--- src/rtl/ahb_decoder_mux.sv ---
// AHB-Lite address decoder and slave-to-master response multiplexor.
// Includes a default slave that answers unmapped active transfers with a two-cycle ERROR.
module ahb_decoder_mux #(
   parameter int ADDR_WIDTH        = 32,
   parameter int DATA_WIDTH        = 32,
   parameter int NO_OF_PERIPHERALS = 4,
   parameter int P_BITS            = $clog2(NO_OF_PERIPHERALS + 1),
   parameter int ERR_CNT_W         = 8
) (
   input  logic                                    HCLK,
   input  logic                                    HRESET,
   input  logic [ADDR_WIDTH-1:0]                   HADDR,
   input  logic [1:0]                              HTRANS,
   output logic [NO_OF_PERIPHERALS-1:0]            HSEL,
   input  logic [NO_OF_PERIPHERALS-1:0]            HREADYOUT_S,
   input  logic [NO_OF_PERIPHERALS-1:0]            HRESP_S,
   input  logic [NO_OF_PERIPHERALS*DATA_WIDTH-1:0] HRDATA_S,
   output logic                                    HREADY,
   output logic                                    HRESP,
   output logic [DATA_WIDTH-1:0]                   HRDATA,
   output logic [ERR_CNT_W-1:0]                    ERR_CNT
);

   typedef enum logic [1:0] {SEL_NONE, SEL_SLV, SEL_DEF} sel_kind_t;
   typedef enum logic [1:0] {D_IDLE, D_ERR1, D_ERR2} dstate_t;

   localparam logic [P_BITS-1:0] N_REGIONS = P_BITS'(NO_OF_PERIPHERALS);

   logic [P_BITS-1:0] idx;
   logic              mapped;
   logic              capture_def;
   sel_kind_t         dsel_kind;
   logic [P_BITS-1:0] dsel_idx;
   dstate_t           state;
   dstate_t           state_next;
   logic              unused_bits;

   assign idx         = HADDR[ADDR_WIDTH-1 -: P_BITS];
   assign mapped      = (idx < N_REGIONS);
   assign capture_def = HREADY && !mapped && HTRANS[1];
   assign unused_bits = ^{HADDR[ADDR_WIDTH-P_BITS-1:0], HTRANS[0]};

   // Address-phase select is purely from HADDR; slaves qualify it themselves.
   always_comb begin
      // NOTE: every combinational output gets a default first so no latch is inferred.
      HSEL = '0;
      for (int i = 0; i < NO_OF_PERIPHERALS; i++) begin
         if (idx == P_BITS'(i)) HSEL[i] = 1'b1;
      end
   end

   always_ff @(posedge HCLK or posedge HRESET) begin
      // NOTE: sequential state uses non-blocking assignments so all registers update together.
      if (HRESET) begin
         dsel_kind <= SEL_NONE;
         dsel_idx  <= '0;
      end else if (HREADY) begin
         dsel_idx <= idx;
         if (mapped)         dsel_kind <= SEL_SLV;
         else if (HTRANS[1]) dsel_kind <= SEL_DEF;
         else                dsel_kind <= SEL_NONE;
      end
   end

   always_ff @(posedge HCLK or posedge HRESET) begin
      if (HRESET) begin
         state   <= D_IDLE;
         ERR_CNT <= '0;
      end else begin
         state <= state_next;
         // D_ERR1 always advances to D_ERR2, so this counts each issued ERROR once.
         if (state == D_ERR1 && ERR_CNT != '1) ERR_CNT <= ERR_CNT + 1'b1;
      end
   end

   always_comb begin
      state_next = state;
      case (state)
         D_IDLE:  if (capture_def) state_next = D_ERR1;
         D_ERR1:  state_next = D_ERR2;
         D_ERR2:  state_next = capture_def ? D_ERR1 : D_IDLE;
         default: state_next = D_IDLE;
      endcase
   end

   always_comb begin
      HREADY = 1'b1;
      HRESP  = 1'b0;
      HRDATA = '0;
      case (dsel_kind)
         SEL_SLV: begin
            for (int i = 0; i < NO_OF_PERIPHERALS; i++) begin
               if (dsel_idx == P_BITS'(i)) begin
                  HREADY = HREADYOUT_S[i];
                  HRESP  = HRESP_S[i];
                  HRDATA = HRDATA_S[i*DATA_WIDTH +: DATA_WIDTH];
               end
            end
         end
         SEL_DEF: begin
            case (state)
               D_ERR1: begin
                  HREADY = 1'b0;
                  HRESP  = 1'b1;
               end
               D_ERR2: begin
                  HREADY = 1'b1;
                  HRESP  = 1'b1;
               end
               default: begin
                  HREADY = 1'b1;
                  HRESP  = 1'b0;
               end
            endcase
         end
         default: begin
            HREADY = 1'b1;
            HRESP  = 1'b0;
         end
      endcase
   end

endmodule

--- config.mk ---
export PLATFORM = sky130hd
export DESIGN_NAME = ahb_decoder_mux
export DESIGN_NICKNAME = d
export VERILOG_FILES = /design/src/rtl/ahb_decoder_mux.sv
export SDC_FILE = /design/constraint.sdc
export NUM_CORES = 1
export LEC_CHECK = 0
export ABC_CLOCK_PERIOD_IN_PS = 2750
export BUFFER_PORTS_ARGS = -buffer_cell sky130_fd_sc_hd__clkbuf_2
export CAP_MARGIN = 30
export CORE_AREA = 2 2 84 86
export CTS_BUF_LIST = sky130_fd_sc_hd__clkbuf_16
export CTS_CLUSTER_SIZE = 20
export DETAILED_ROUTE_END_ITERATION = 7
export DIE_AREA = 0 0 86 88
export PLACE_DENSITY_LB_ADDON = 0.15
export SYNTH_ARGS = -nofsm -noshare
export SYNTH_HDL_FRONTEND = slang
export SYNTH_SLANG_ARGS = --single-unit
export TNS_END_PERCENT = 10
--- constraint.sdc ---
create_clock -name HCLK -period 2.75 [get_ports HCLK]
set_clock_uncertainty 0.2 [all_clocks]
set_input_delay 0.275 -clock HCLK [delete_from_list [all_inputs] [get_ports HCLK]]
set_output_delay 0.275 -clock HCLK [all_outputs]
set_load 0.01 [all_outputs]
==> run_results.csv, run 1 <==
group,metric,value,unit
status,status,"finished, final reports clean",
critical_path,r2r_end,"dsel_idx[2]$_DFFE_PP0N_",
sta,slew_violations,0,
critical_path,critPathLaunchType,"flop",
synthesis,synth_simple_gate_area_share,13.6,%
global_routing,grt_pass1_vias,2100,
sta,setup_tns,0,ps
drt,routedWlPerCell,15.0,µm
synthesis,synth_top_family_by_area,"compound AO/OA/AOI/OAI gates",
synthesis,synth.area.top_cells,"mux2_2, dfrtp_1, o22ai_1, o21ai_0, nor2_1",
cells_and_area,n_antenna_cell,0,
drt,drt_iter0_drc,47,
critical_path,r2r_cells,4,
synthesis,ys_ff_latch,15,
worst_hold_path,min_path_type,"in -> reg",
drt,drcViolationCount,0,
synthesis,mappedNetlistNets,406,
sta,setup_viol,0,
sta,worst_slew_pin_slew,580,ps
synthesis,synth_top_cell_by_area,"mux2_2",
synthesis,synth_adder_area_share,4.76,%
cts,post-cts-setup-buffer-count,0,
floorplan,rows,30,
synthesis,yosys_warnings,0,
synthesis,synthDistinctLibCells,38,
drt,via_per_inst,4.76,
critical_path,r2r_start,"dsel_idx[1]$_DFFE_PP0N_",
critical_path,crit_path_start,"dsel_idx[1]$_DFFE_PP0N_",
synthesis,synthCells,227,
floorplan,start_util,27.7,%
place,pre_cts_ws,739,ps
power,power_leakage,1.58,nW
floorplan,fp.dieW,86,µm
sta,period_needed,2270,ps
critical_path,crit_type,"reg -> out",
critical_path,endpoint,"HREADY",
global_routing,grtUsageMet3,2.92,%
cells_and_area,fill_cells,684,
cts,cts_htree_levels,1,
sta,hold_violations,0,
floorplan,dieArea,7570,µm²
cells_and_area,drive_above_1_share,59.3,%
cts,cts.repair.resized,0,
place,dp_hpwl,5930,µm
critical_path,reg2reg_setup_slack,740,ps
sta,period_share,82.7,%
power,power_density,917,nW/µm²
critical_path,crit_required,2280,ps
critical_path,end_kind,"output port",
cts,clk_path_buf_depth,2,
cells_and_area,area_delta_synth_final,60.1,%
sta,setup_slack,477,ps
drt,vias,2331,
global_routing,grt_max_degree,35,
floorplan,core,6640,µm²
cts,cts_buffers,3,
drt,dr.pass1.iters,4,
drt,final_antenna_net_count,0,
run,cap_violations,0,
synthesis,synth_top_area_share,21.4,%
synthesis,synth_xor_area_share,2.38,%
drt,wl,7350,µm
place,io_buffers,187,
synthesis,seq_area_frac_synth,20.4,%
synthesis,synth_mux_area_share,25.5,%
cells_and_area,fin_nets,590,
global_routing,overflow,0,
cts,clkLatencyLatePin,240,ps
synthesis,synth_compound_gate_area_share,27.1,%
cts,cts.clk_slew.worst_paths,50,ps
synthesis,syn_avg_cell_area,8.11,µm²
floorplan,die_y,88,µm
power,irDropWorstVdd,0.484,mV
synthesis,synth_area,1840,µm²
cts,clock-sinks,15,
global_routing,use_met2,30.7,%
sta,rsz0062_at_grt,"false",
floorplan,boundaryPins,218,
sta,max_slew_margin,61.3,%
global_routing,grt-busiest-layer,"met2",
sta,max_freq,440,MHz
cts,cts-root-buf,"clkbuf_16",
cts,cts_tree,"built",
critical_path,crit_fanout,34,
global_routing,use_met1,22.5,%
global_routing,antenna_found_initial,0,
place,gp_congestion,0.831,
global_routing,grt_pass1_wl,10600,µm
global_routing,grt_usage,17.4,%
critical_path,arrival,1800,ps
==> where the power goes <==
group,switching [mW],internal (mW)
logic,1.08,0.923
registers,0.104,0.306
clock network,0.0896,0.194
total,1.28,1.42
==> flip-flops by register name (all words and copies together), names as in the netlist <==
signal	count
ERR_CNT	8
dsel_idx	3
dsel_kind	2
state	2
==> placed cells by master, fill, tap and decap left out, types with 2 or more instances in the layout <==
cell and instances:
o22ai_1 32, o21ai_0 33, nand4_1 2, clkbuf_2 187, nor2_1 35, nand2_1 4, clkbuf_16 3, mux2i_1 3
nor3b_1 2, xnor2_1 3, inv_1 7, a21oi_1 5, nor3_1 2, ha_1 7, buf_4 9, xor2_1 2
mux2_2 35, and3_1 2, dfrtp_1 15, mux2_4 3
==> worst min-delay path by stage <==
stage,to,slack [ps],startpoint,depth (start not counted)
finish,dsel_idx[1]$_DFFE_PP0N_,130,HADDR[30],2
global route,dsel_idx[0]$_DFFE_PP0N_,140,HADDR[29],2
CTS,dsel_idx[1]$_DFFE_PP0N_,140,HADDR[30],2
detailed placement,ERR_CNT[3]$_DFFE_PP0P_,160,HRESET,2
global placement,ERR_CNT[3]$_DFFE_PP0P_,160,HRESET,2
floorplan,ERR_CNT[0]$_DFFE_PP0P_,-20,HRESET,1
==> Yosys cell counts <==
cell        n
o32ai_4     1
o221ai_1    1
o21ai_1     1
mux2i_1     3
nand2b_4    1
a41o_1      1
nand2_1     4
o2111ai_1   1
dfrtp_1    15
nor2b_1     2
nor2_1     35
and3_1      2
inv_1       7
mux2_4      3
o21ai_4     1
or2_2       1
a21oi_1     5
buf_6       2
buf_4       1
o21ai_0    33
o22ai_1    32
buf_2       3
o211ai_1    1
o2bb2ai_1   1
ha_1        7
nand3b_1    1
clkbuf_1    9
nor3b_1     2
nor3_1      2
and3b_1     1
mux2_2     35
o22a_1      1
buf_1       3
xnor2_1     3
a31oi_1     1
xor2_1      2
nand4_1     2
nand3_1     1
==> final cells by class <==
cell class	instances	area [µm²]	share of cell area, %
clock buffers	3	75.1	2.55
clock inverters	1	5.00	0.170
inverters	7	26.3	0.892
multi-input cells	187	1350	45.9
flip-flops and latches	15	375	12.7
well taps	80	100	3.40
repair buffers	197	1010	34.4
==> critical path, cell delays in order, from the launching register on <==
cell	delay [ps]
dfrtp_1	450
nand2b_4	440
o32ai_4	150
o21ai_4	320
clkbuf_2	200
==> logic make-up after synthesis <==
family / after synthesis
multiplexers: 41
buffers and inverters: 25
AO/OA/AOI/OAI: 80
flip-flops: 15
AND/OR/NAND/NOR: 54
adder cells (fa/ha/maj): 7
XOR/XNOR: 5
==> timing repair <==
action | in CTS | in global routing
endpoints found under the hold margin | 15 | 0
setup endpoints to repair | 0 | 0
hold buffers | 1 | 0
==> per-layer routing <==
| layer | share of wire, % | vias up | routed length, µm |
|---|---|---|---|
| li1 | - | 1207 | - |
| met1 | 42 | 1025 | 3090 |
| met2 | 50 | 91 | 3670 |
| met3 | 7.0 | 8 | 511 |
| met4 | 1.1 | 0 | 82 |
| met5 | 0 | - | 0 |
==> per-stage QoR <==
step                      hold WS, ps  total power [mW]  area (µm²)  std cells  util (%)
after global routing              141              2.94        2950        490      44.4
after global placement            156              2.42        2860        485      43.0
after floorplan                 -23.5              1.79        1840        227         -
after detailed placement          161              2.42        2860        485      43.0
after CTS                         135              2.72        2950        490      44.4
final                             132              2.70        2950        490      44.4
(Power assumes the default switching activity.)
==> run 2: changes to the inputs <==
- ABC_CLOCK_PERIOD_IN_PS: 2750 -> 1900
- CORE_AREA: 2 2 84 86 -> 2 2 85 87
- DIE_AREA: 0 0 86 88 -> 0 0 87 89
- clock period: 2.75 -> 1.9 ns (I/O delays scaled with it)
==> run 2 against run 1 <==
Against the previous run: the flow now finishes with violations (negative setup slack); via count grew 7.3%; critical path type unchanged; critical path depth grew 3; non-clock buffer count grew 23.
==> run_results.csv, run 2 (synthesized netlist as in run 1, its figures left out) <==
group,metric,value,unit
worst_hold_path,worstHoldPathCells,2,
cts,cts_buffers,3,
cells_and_area,final_common_cell,"clkbuf_2",
floorplan,boundaryPins,218,
sta,max_freq,498,MHz
critical_path,reg2reg_setup_slack,-10,ps
sta,whs,51.8,ps
cts,clock-sinks,15,
power,power_leakage,1.81,nW
critical_path,crit_type,"reg -> out",
global_routing,use_met1,20.8,%
drt,vias,2502,
cts,cts_tree,"built",
cts,cts.clk_slew.worst_paths,50,ps
floorplan,core,6720,µm²
critical_path,crit_buf_inv,4,
sta,setup_viol,37,
cells_and_area,reg_top3,"ERR_CNT x8, dsel_idx x3",
sta,period_needed,2010,ps
run,cap_violations,0,
critical_path,arrival,1620,ps
cells_and_area,register_area,379,µm²
critical_path,path_common_cell,"buf_6",
critical_path,end_kind,"output port",
cells_and_area,layout_common_cells,"clkbuf_2, nor2_1, mux2_2",
drt,dr.pass1.iters,4,
place,io_buffers,187,
floorplan,dieArea,7740,µm²
cts,cts-root-buf,"clkbuf_16",
floorplan,start_util,27.4,%
worst_hold_path,hold_end,"dsel_idx[1]$_DFFE_PP0N_",
global_routing,use_met2,31.4,%
cells_and_area,fill_cells,659,
power,irDropWorstVdd,0.622,mV
critical_path,crit_fanout,7,
drt,wl,8110,µm
global_routing,overflow,0,
sta,hold_violations,0,
global_routing,grt_pass1_vias,2195,
drt,drcViolationCount,0,
place,gp_congestion,0.784,
cts,clk_path_buf_depth,2,
cells_and_area,drive_above_1_share,66.7,%
global_routing,grt_max_degree,27,
global_routing,grt_pass1_wl,10700,µm
cells_and_area,postLayoutCellArea,3420,µm²
floorplan,die_y,89,µm
floorplan,rows,30,
power,power_density,1450,nW/µm²
cts,cts_htree_levels,1,
global_routing,grt-busiest-layer,"met2",
cells_and_area,fin_nets,613,
critical_path,cp.depth,7,
sta,worst_slew_pin_slew,585,ps
sta,setup_slack,-107,ps
sta,setup_tns,-1770,ps
sta,max_slew_margin,60.9,%
status,status,"finished, violations left",
critical_path,r2r_cells,6,
cells_and_area,largest_register_ffs,8,
critical_path,path_cells,"buf_6 -> buf_12 -> buf_6 -> mux2_4 -> o22ai_2 -> nor2_1 -> buf_2",
worst_hold_path,hp-start,"HADDR[30]",
place,pre_cts_ws,8.93,ps
cells_and_area,n_antenna_cell,0,
place,dp_hpwl,6080,µm
drt,via_per_inst,4.88,
sta,period_share,106,%
cells_and_area,regMostFlops,"ERR_CNT",
cts,clkLatencyLatePin,250,ps
place,place_area,2920,µm²
drt,drt_iter0_drc,63,
drt,routedWlPerCell,15.8,µm
critical_path,critPathLaunchType,"flop",
worst_hold_path,min_path_type,"in -> reg",
global_routing,antenna_found_initial,0,
critical_path,crit_required,1510,ps
critical_path,cp_slowest_stage_delay,420,ps
global_routing,grt_usage,17.2,%
drt,final_antenna_net_count,0,
sta,slew_violations,0,
critical_path,r2r_end,"dsel_idx[0]$_DFFE_PP0N_",
cells_and_area,area_delta_synth_final,86.0,%
floorplan,fp.dieW,87,µm
critical_path,cp_top_family,"buffers and inverters",
sta,rsz0062_at_grt,"true",
critical_path,r2r_start,"dsel_idx[1]$_DFFE_PP0N_",
cells_and_area,multi_input_area,1490,µm²
status,violations,"negative setup slack",
global_routing,grtUsageMet3,2.77,%
critical_path,cpMaxStageDelayCell,"dfrtp_2",
==> run 2: cell count changes in the layout (fill, tap and decap cells not counted), sizes merged <==
cell / change
buf: +31
clkbuf: -8
clkinv: -1
inv: +1
==> run 2: how the worst max path moves through the flow <==
stage,startpoint,endpoint,slack (ps)
2_1_floorplan,state[1]$_DFFE_PP0P_,dsel_idx[2]$_DFFE_PP0N_,130
3_3_place_gp,dsel_idx[1]$_DFFE_PP0N_,HRDATA[27],40
3_5_place_dp,dsel_idx[1]$_DFFE_PP0N_,HRDATA[27],9
4_1_cts,dsel_idx[1]$_DFFE_PP0N_,HRDATA[15],-90
5_1_grt,dsel_kind[1]$_DFFE_PP0N_,HRESP,-190
6_report,dsel_idx[1]$_DFFE_PP0N_,HRDATA[7],-110
==> run 2: layer usage <==
metal  part of all wire [%]  wire length, µm  vias to the layer above
li1                       -                -                     1255
met1                     40             3220                     1135
met2                     53             4280                      101
met3                    6.1              492                       11
met4                    1.4              117                        0
met5                      0                0                        -
==> run 2: cell type report <==
class	instances	area share (%)
clock inverters	1	0.110
inverters	7	0.768
multi-input cells	187	43.6
well taps	80	2.92
repair buffers	220	39.4
clock buffers	3	2.19
flip-flops and latches	15	11.1
==> run 2: repair_timing <==
item | CTS | global route
buffers inserted | 3 | 8
gates resized for setup | 33 | 48
setup endpoints to repair | 34 | 35
pin swaps | 23 | 10
cloned | 0 | 5
endpoints found under the hold margin | 15 | 0
hold buffers | 1 | 0
==> run 2: worst reg2reg max path: cells and delay by family (launching register included) <==
kind            cells  cell delay, ps
buf+inv             2             310
flops               1             420
mux                 2             610
compound gates      2             260
==> run 2: report_power, final <==
part	total (mW)	leakage, nW	switching (mW)	internal (mW)
clock	0.418	0.0423	0.139	0.280
combinational	3.94	1.58	1.88	2.06
sequential	0.594	0.185	0.145	0.450
==> run 2: through the flow <==
step | util (%) | instances | power, mW
global route | 50.9 | 513 | 5.30
finish | 50.9 | 513 | 4.95
CTS | 46.9 | 500 | 4.32
global placement | 43.5 | 492 | 3.58
floorplan | - | 227 | 2.59
detailed placement | 43.5 | 492 | 3.60
==> run 3: changes to the inputs <==
- SKIP_LAST_GASP: unset -> 1
==> run 3 against run 2 <==
Against the previous run: the run still ends with negative setup slack left; hold slack improved by 3.7 ps; fmax is 0.14% lower; worst setup slack worse by 2.9 ps; clock power hardly changed; final area down 4.1%; utilization fell by 2.1 points; register-to-register slack barely moved; power down 5.6%; final cell count fell by 0.19%; largest power group unchanged; highest routed layer unchanged.
==> run_results.csv, run 3 (synthesized netlist as in run 1, its figures left out) <==
group,metric,value,unit
sta,setup_slack,-110,ps
worst_hold_path,min_path_type,"in -> reg",
global_routing,grt_max_degree,27,
critical_path,crit_type,"reg -> out",
sta,rsz0062_at_grt,"true",
place,place_area,2920,µm²
cts,cts_htree_levels,1,
drt,wl,7910,µm
cells_and_area,n_antenna_cell,0,
place,gp_congestion,0.784,
critical_path,crit_fanout,7,
cells_and_area,regMostFlops,"ERR_CNT",
sta,max_slew_margin,61.2,%
floorplan,fp.dieW,87,µm
critical_path,critPathLaunchType,"flop",
critical_path,r2r_end,"dsel_idx[0]$_DFFE_PP0N_",
critical_path,crit_required,1510,ps
cells_and_area,largest_register_ffs,8,
floorplan,die_y,89,µm
drt,drt_iter0_drc,61,
cells_and_area,post-route-util,48.8,%
sta,period_needed,2010,ps
critical_path,endpoint,"HRDATA[12]",
power,power_leakage,1.74,nW
cts,cts_tree,"built",
critical_path,r2r_start,"dsel_idx[2]$_DFFE_PP0N_",
floorplan,dieArea,7740,µm²
drt,final_antenna_net_count,0,
status,status,"finished, violations left",
cells_and_area,reg_top3,"ERR_CNT x8, dsel_idx x3",
drt,drcViolationCount,0,
global_routing,grt_usage,17.0,%
critical_path,crit_path_start,"dsel_kind[1]$_DFFE_PP0N_",
global_routing,antenna_found_initial,0,
drt,routedWlPerCell,15.5,µm
critical_path,arrival,1620,ps
cells_and_area,fin_nets,612,
drt,dr.pass1.iters,4,
sta,max_freq,498,MHz
drt,via_per_inst,4.91,
floorplan,rows,30,
cells_and_area,final_common_cell,"clkbuf_2",
floorplan,boundaryPins,218,
place,pre_cts_ws,8.93,ps
power,power_density,1430,nW/µm²
global_routing,overflow,0,
global_routing,grt_pass1_vias,2151,
floorplan,start_util,27.4,%
sta,hold_violations,0,
global_routing,grt_pass1_wl,10600,µm
cells_and_area,layout_common_cells,"clkbuf_2, mux2_2, nor2_1",
cts,clock-sinks,15,
cts,cts.clk_slew.worst_paths,50,ps
sta,worst_slew_pin_slew,581,ps
sta,period_share,106,%
sta,setup_viol,33,
cells_and_area,area_delta_synth_final,78.3,%
drt,vias,2514,
cells_and_area,drive_above_1_share,62.5,%
run,cap_violations,0,
cts,cts-root-buf,"clkbuf_16",
place,io_buffers,187,
status,violations,"negative setup slack",
cells_and_area,fill_cells,674,
sta,slew_violations,0,
cts,clkLatencyLatePin,250,ps
floorplan,core,6720,µm²
cts,cts_buffers,3,
critical_path,reg2reg_setup_slack,0,ps
cells_and_area,postLayoutCellArea,3280,µm²
critical_path,end_kind,"output port",
place,dp_hpwl,6080,µm
cts,clk_path_buf_depth,2,
power,irDropWorstVdd,0.594,mV
critical_path,r2r_cells,6,
-- run 3: cell types whose count changed in the layout (fill, tap and decap cells not counted), moves of 8 or more --
cell,previous run,this run
o22ai_2,13,0
o21ai_1,17,6
o21ai_0,12,28
buf_2,12,4
o22ai_1,19,32
clkbuf_2,175,183
-- run 3: per-stage QoR --
step	TNS [ps]	std cells	hold slack, ps	power (mW)
after CTS	-2810	500	54.9	4.15
after global placement	0	492	82.1	3.58
final	-2060	512	55.5	4.68
after floorplan	0	227	-109	2.59
after detailed placement	0	492	85.3	3.60
after global routing	-4960	512	62.7	5.03
-- run 3: how the worst min path moves through the flow --
stage / start / end / cells past startpoint
final: HADDR[30] / dsel_idx[1]$_DFFE_PP0N_ / 2
after global routing: HADDR[30] / dsel_idx[1]$_DFFE_PP0N_ / 2
after CTS: HADDR[30] / dsel_idx[1]$_DFFE_PP0N_ / 2
after detailed placement: HRESET / ERR_CNT[5]$_DFFE_PP0P_ / 2
after global placement: HRESET / ERR_CNT[5]$_DFFE_PP0P_ / 2
after floorplan: HRESET / ERR_CNT[0]$_DFFE_PP0P_ / 1
-- run 3: power by group --
| part | internal [mW] | switching [mW] |
|---|---|---|
| Combinational | 1.91 | 1.76 |
| Clock | 0.280 | 0.141 |
| Sequential | 0.450 | 0.141 |
| Total | 2.63 | 2.04 |
-- run 3: cell type report --
| cell class | instances | area (µm²) | share of cell area [%] |
|---|---|---|---|
| well taps | 80 | 100 | 3.05 |
| repair buffers | 219 | 1330 | 40.4 |
| clock buffers | 3 | 75.1 | 2.29 |
| multi-input cells | 187 | 1370 | 41.8 |
| clock inverters | 1 | 3.75 | 0.114 |
| inverters | 7 | 26.3 | 0.801 |
| flip-flops and latches | 15 | 379 | 11.6 |
-- run 3: worst max-delay path, stage by stage (launching register included) --
cell and delay [ps]:
dfrtp_1 390, inv_2 80, ha_4 120, nor2b_4 150, buf_12 140, buf_12 120, o21ai_1 70, nor2_1 150
buf_2 160
-- run 3: layer usage --
metal	GRT usage, %	wire length (µm)
met5	0	0
met4	3.98	87
met3	2.59	512
met2	31.0	4180
met1	21.2	3130
-- run 3: repair_timing --
| action | CTS | global route |
|---|---|---|
| pin swaps | 2 | 6 |
| setup endpoints to repair | 34 | 38 |
| gates resized for setup | 13 | 18 |
| setup buffers | 3 | 7 |
| hold buffers | 1 | 0 |
| hold endpoints to repair | 15 | 0 |
| cloned | 0 | 5 |
